<file path="config.mk">
export PLATFORM = sky130hd
export DESIGN_NAME = mod_fetch_ctrl
export DESIGN_NICKNAME = d
export VERILOG_FILES = /design/src/rtl/mod_fetch_ctrl.sv
export SDC_FILE = /design/constraint.sdc
export NUM_CORES = 1
export LEC_CHECK = 0
export ABC_AREA = 1
export CORE_MARGIN = 8
export CORE_UTILIZATION = 55
export DETAILED_ROUTE_END_ITERATION = 8
export PLACE_DENSITY = 0.9
export SLEW_MARGIN = 20
export SYNTH_ARGS = -nofsm -noshare
export SYNTH_HDL_FRONTEND = slang
export SYNTH_SLANG_ARGS = --single-unit
</file>
<file path="constraint.sdc">
create_clock -name clk -period 3.4 [get_ports clk]
set_input_delay 0.68 -clock clk [delete_from_list [all_inputs] [get_ports clk]]
set_output_delay 0.68 -clock clk [all_outputs]
set_load 0.005 [all_outputs]
</file>
<file path="src/rtl/mod_fetch_ctrl.sv">
// Fetch-stage sequencer: owns the architectural PC, runs the instruction-memory
// req/ready handshake, applies exception/eret/branch redirects and drives IF/ID.
module mod_fetch_ctrl #(
  parameter logic [31:0] RESET_PC   = 32'h0000_3000,
  parameter logic [31:0] EXC_VECTOR = 32'h0000_4180
) (
  input  logic        clk,
  input  logic        rst_n,
  input  logic        stall,
  input  logic        npc_on,
  input  logic [31:0] pc_next,
  input  logic        exc_req,
  input  logic        eret,
  input  logic [31:0] epc,
  output logic        imem_req,
  output logic [31:0] imem_addr,
  input  logic        imem_ready,
  input  logic [31:0] imem_rdata,
  output logic [31:0] pc_now,
  output logic [31:0] ins,
  output logic        ins_valid,
  output logic        flush_ifid,
  output logic        fetch_adel
);

  localparam logic [1:0] S_BOOT = 2'd0;
  localparam logic [1:0] S_REQ  = 2'd1;
  localparam logic [1:0] S_WAIT = 2'd2;
  localparam logic [1:0] S_HOLD = 2'd3;

  logic [1:0]  state_q, state_d;
  logic [31:0] pc_q, pc_d;
  logic [31:0] ins_q, ins_d;
  logic [31:0] pc_now_q, pc_now_d;
  logic        valid_q, valid_d;
  logic        flush_q, flush_d;
  logic        adel_q, adel_d;
  logic        redir_v_q, redir_v_d;
  logic [31:0] redir_pc_q, redir_pc_d;
  logic        drop_q, drop_d;
  logic        hw_v_q, hw_v_d;
  logic [31:0] hw_q, hw_d;

  logic        squash;
  logic [31:0] sq_tgt;
  logic        sq_adel;
  logic        br_take;
  logic        br_mis;
  logic [31:0] br_tgt;
  logic        br_adel;
  logic        fire;
  logic [31:0] seq_next;

  assign squash  = exc_req | eret;
  assign sq_adel = ~exc_req & eret & (epc[1:0] != 2'b00);
  assign sq_tgt  = (exc_req || sq_adel) ? EXC_VECTOR : epc;

  // A branch is accepted only when no redirect is already pending: the first
  // target wins until the delay-slot fetch completes and consumes it.
  assign br_take = npc_on & ~stall & ~squash & ~redir_v_q;
  assign br_mis  = (pc_next[1:0] != 2'b00);
  assign br_tgt  = br_mis ? EXC_VECTOR : pc_next;
  assign br_adel = br_take & br_mis;

  assign imem_req  = ((state_q == S_REQ) & ~stall & ~squash) | (state_q == S_WAIT);
  assign imem_addr = pc_q;
  assign fire      = imem_req & imem_ready;
  assign seq_next  = redir_v_q ? redir_pc_q : (br_take ? br_tgt : pc_q + 32'd4);

  assign pc_now     = pc_now_q;
  assign ins        = ins_q;
  assign ins_valid  = valid_q;
  assign flush_ifid = flush_q;
  assign fetch_adel = adel_q;

  always_comb begin
    state_d    = state_q;
    pc_d       = pc_q;
    ins_d      = ins_q;
    pc_now_d   = pc_now_q;
    valid_d    = valid_q;
    flush_d    = 1'b0;
    adel_d     = br_adel | sq_adel;
    redir_v_d  = redir_v_q;
    redir_pc_d = redir_pc_q;
    drop_d     = drop_q;
    hw_v_d     = hw_v_q;
    hw_d       = hw_q;

    case (state_q)
      S_BOOT: begin
        state_d = S_REQ;
        if (br_take) begin
          redir_v_d  = 1'b1;
          redir_pc_d = br_tgt;
        end
      end
      S_REQ: begin
        if (fire) begin
          ins_d     = imem_rdata;
          pc_now_d  = pc_q;
          valid_d   = 1'b1;
          pc_d      = seq_next;
          redir_v_d = 1'b0;
        end else if (stall) begin
          state_d = S_HOLD;
        end else begin
          state_d = S_WAIT;
          if (br_take) begin
            redir_v_d  = 1'b1;
            redir_pc_d = br_tgt;
          end
        end
      end
      S_WAIT: begin
        if (imem_ready) begin
          if (drop_q) begin
            pc_d      = redir_pc_q;
            redir_v_d = 1'b0;
            drop_d    = 1'b0;
            state_d   = S_REQ;
          end else if (stall) begin
            // IF/ID is frozen: park the word; the PC advances when it is released.
            hw_d    = imem_rdata;
            hw_v_d  = 1'b1;
            state_d = S_HOLD;
          end else begin
            ins_d     = imem_rdata;
            pc_now_d  = pc_q;
            valid_d   = 1'b1;
            pc_d      = seq_next;
            redir_v_d = 1'b0;
            state_d   = S_REQ;
          end
        end else if (br_take) begin
          redir_v_d  = 1'b1;
          redir_pc_d = br_tgt;
        end
      end
      S_HOLD: begin
        if (!stall) begin
          state_d = S_REQ;
          if (hw_v_q) begin
            ins_d     = hw_q;
            pc_now_d  = pc_q;
            valid_d   = 1'b1;
            pc_d      = seq_next;
            redir_v_d = 1'b0;
            hw_v_d    = 1'b0;
          end else if (br_take) begin
            redir_v_d  = 1'b1;
            redir_pc_d = br_tgt;
          end
        end
      end
      default: state_d = S_BOOT;
    endcase

    // Squash overrides everything above, including stall. An in-flight request
    // cannot be withdrawn, so its word is dropped and the target applied after.
    if (squash) begin
      flush_d  = 1'b1;
      valid_d  = 1'b0;
      ins_d    = ins_q;
      pc_now_d = pc_now_q;
      hw_v_d   = 1'b0;
      if ((state_q == S_WAIT) && !imem_ready) begin
        pc_d       = pc_q;
        redir_v_d  = 1'b1;
        redir_pc_d = sq_tgt;
        drop_d     = 1'b1;
        state_d    = S_WAIT;
      end else begin
        pc_d      = sq_tgt;
        redir_v_d = 1'b0;
        drop_d    = 1'b0;
        state_d   = S_REQ;
      end
    end
  end

  always_ff @(posedge clk or negedge rst_n) begin
    if (!rst_n) begin
      state_q    <= S_BOOT;
      pc_q       <= RESET_PC;
      ins_q      <= '0;
      pc_now_q   <= '0;
      valid_q    <= 1'b0;
      flush_q    <= 1'b0;
      adel_q     <= 1'b0;
      redir_v_q  <= 1'b0;
      redir_pc_q <= '0;
      drop_q     <= 1'b0;
      hw_v_q     <= 1'b0;
      hw_q       <= '0;
    end else begin
      state_q    <= state_d;
      pc_q       <= pc_d;
      ins_q      <= ins_d;
      pc_now_q   <= pc_now_d;
      valid_q    <= valid_d;
      flush_q    <= flush_d;
      adel_q     <= adel_d;
      redir_v_q  <= redir_v_d;
      redir_pc_q <= redir_pc_d;
      drop_q     <= drop_d;
      hw_v_q     <= hw_v_d;
      hw_q       <= hw_d;
    end
  end

endmodule
</file>
==> impl_metrics.py <==
metrics = {
    "cells_and_area": {
        "multi_input_area_um2": 4530,
        "layout.cells.most_common": "nand2_1",
        "nets": 1641,
        "diodes": 0,
        "final_cell_mix": "437 x nand2_1, 201 x clkdlybuf4s50_1, 166 x dfrtp_1, 153 x nor2_1, 131 x inv_1",
        "area_growth_pct": 28.8,
        "fillCellCount": 1329,
        "drive_gt1_frac": 0.0718,
        "regArea_um2": 4210,
    },
    "timing": {
        "worstMarginPinSlew_ns": 0.713,
        "period_needed_ns": 2.91,
        "finalClockSkew_ns": 0.0108,
        "slew_headroom": 0.523,
        "hold_viol": 0,
        "rsz0062_at_grt": "no",
        "fmax_mhz": 344,
        "report.final.slew_viol_count": 0,
        "tns_ns": 0,
        "setup_viol": 0,
        "fin_crit_sh": 0.855,
    },
    "synth": {
        "ys_types": 45,
        "synth_seq_cells": 168,
        "netlist_area_um2": 9630,
        "yosys_warnings": 0,
        "synth_compound_area_frac": 0.168,
        "synthAdderAreaFrac": 0.00650,
        "ys_seq_area_frac": 0.437,
        "synthMuxAreaShare": 0,
        "synth_edf_count": 0,
        "syn_avg_cell_area_um2": 7.08,
        "synth.top_cell.area_share": 0.431,
        "syn_nets": 1469,
        "yosys.area.top_type": "dfrtp_1",
        "ys.flop_type": "dfrtp_1",
        "synth_area_leaders": "dfrtp_1 43%, nand2_1 17%, o21ai_0 6.7%",
        "synth-async-reset-ratio": 1.00,
        "yosys.area_share.simple": 0.294,
        "synth_top_family_by_area": "simple AND/OR/NAND/NOR gates",
        "syn_inst": 1361,
        "synth_xor_area_frac": 0.00182,
    },
    "global_route": {
        "antenna_found_initial": 0,
        "grt_pass1_vias": 9793,
        "grt_pass1_wl_mm": 51.1,
        "grt_max_degree": 91,
        "grt_use_total": 0.291,
        "gr-total-overflow": 0,
    },
    "setup_path": {
        "r2r-start": "state_q[0]",
        "startpoint_type": "flop",
        "cp-startpoint": "state_q[1]",
        "worstPathRequired_ns": 2.72,
        "path_class": "reg -> out",
        "crit_fanout": 9,
        "rrSetupSlack_ns": 0.63,
        "arrival_ns": 2.23,
        "cp-end-kind": "output port",
    },
    "clocking": {
        "clock_latency_ns": 0.44,
        "h-tree-depth": 4,
        "hold_buffers": 0,
        "cts-root-buf": "clkbuf_16",
        "cts_made_buffers": 17,
        "cts_tree": "built",
        "cts_setup_buffers": 0,
        "clockBufferDepth": 2,
        "cts_resized": 0,
        "clock_sinks": 168,
        "clk_pin_slew_ns": 0.08,
    },
    "route": {
        "drtAntennaViolNets": 0,
        "vias": 10197,
        "via_per_inst": 5.76,
        "drtIter0Drc": 1320,
        "wl_per_cell_um": 18.0,
        "drc": 0,
        "routed_wl_mm": 31.9,
        "drtPass1Iterations": 6,
    },
    "power": {
        "p_leak_nw": 5.92,
        "power_density_nw_per_um2": 667,
        "p_total_mw": 8.27,
        "vdd_drop_max_mv": 0.471,
    },
    "die": {
        "die_y_um": 148,
        "coreArea_um2": 17200,
        "start_util": 0.559,
        "die-area_um2": 22000,
        "rows": 48,
        "dieWidth_um": 148,
        "ios": 203,
    },
    "job": {
        "maxCapViolations": 0,
    },
    "run_status": {
        "status": "complete, no violations",
    },
    "place": {
        "dp_hpwl_mm": 22.8,
        "portBuffers": 202,
        "place_congestion": 0.958,
    },
    "hold_path": {
        "hp-class": "in -> async",
    },
}
per-layer routing:
layer  vias to the layer above  wire length, um  track usage
met4                         0             1040        0.110
met1                      4685            12500        0.380
li1                       4701                -            -
met2                       716            14700        0.458
met5                         -                0            0
met3                        95             3700       0.0723
sequential cells by signal (all words and copies together) (netlist names), 2 cells and up:
signal and cells:
hw_q 32, imem_addr 32, ins 32, pc_now 32
redir_pc_q 32, state_q 2
logic make-up after synthesis:
| family | count (synthesis) |
|---|---|
| AO/OA/AOI/OAI | 273 |
| buffers and inverters | 214 |
| adder cells (fa/ha/maj) | 5 |
| XOR/XNOR | 2 |
| AND/OR/NAND/NOR | 699 |
| flip-flops | 168 |
power by group:
part           internal [mW]  total (mW)  switching, mW
Clock                   1.06        2.01          0.949
Combinational           1.50        3.06           1.56
Sequential              2.64        3.20          0.560
Total                   5.20        8.27           3.07
cell usage after synthesis, types with 10 or more instances:
cell      number
inv_1        131
nand2_2       11
a21oi_1       65
o21ai_1       17
nand2_1      437
clkbuf_1      42
o211ai_1      10
o21ai_0      129
a22oi_1       18
nor2_1       154
dfrtp_1      166
nand3_1       73
cell type report:
type,instances,share of cell area
clock buffers,18,0.0346
clock inverters,14,0.0145
inverters,143,0.0434
multi-input cells,979,0.365
flip-flops and latches,168,0.339
well taps,225,0.0227
repair buffers,224,0.180
stage by stage:
stage | instance area [um^2] | worst slack [ns] | instances | util | hold slack (ns)
after detailed placement | 11800 | 0.394 | 1739 | 0.684 | 0.465
after global placement | 11800 | 0.493 | 1739 | 0.684 | 0.461
after floorplan | 9630 | 1.44 | 1361 | - | 0.384
final | 12400 | 0.493 | 1771 | 0.720 | 0.235
after CTS | 12400 | 0.484 | 1771 | 0.720 | 0.264
after global routing | 12400 | 0.396 | 1771 | 0.720 | 0.283
critical path, stage by stage (launching register included):
cell	delay [ns]
dfrtp_1	0.42
inv_1	0.09
ha_1	0.42
nand2_2	0.13
o21ai_4	0.19
clkdlybuf4s50_1	0.53
path summary, 6_finish.rpt:
kind	endpoint	cells past startpoint
max	imem_req	5
min	ins[16]	1
max reg2reg	imem_addr[0]	11
min reg2reg	ins[17]	2
max in group asynchronous	ins[10]	2
min in group clk	ins[17]	2
No activity file was read; power rests on OpenSTA's default activity.
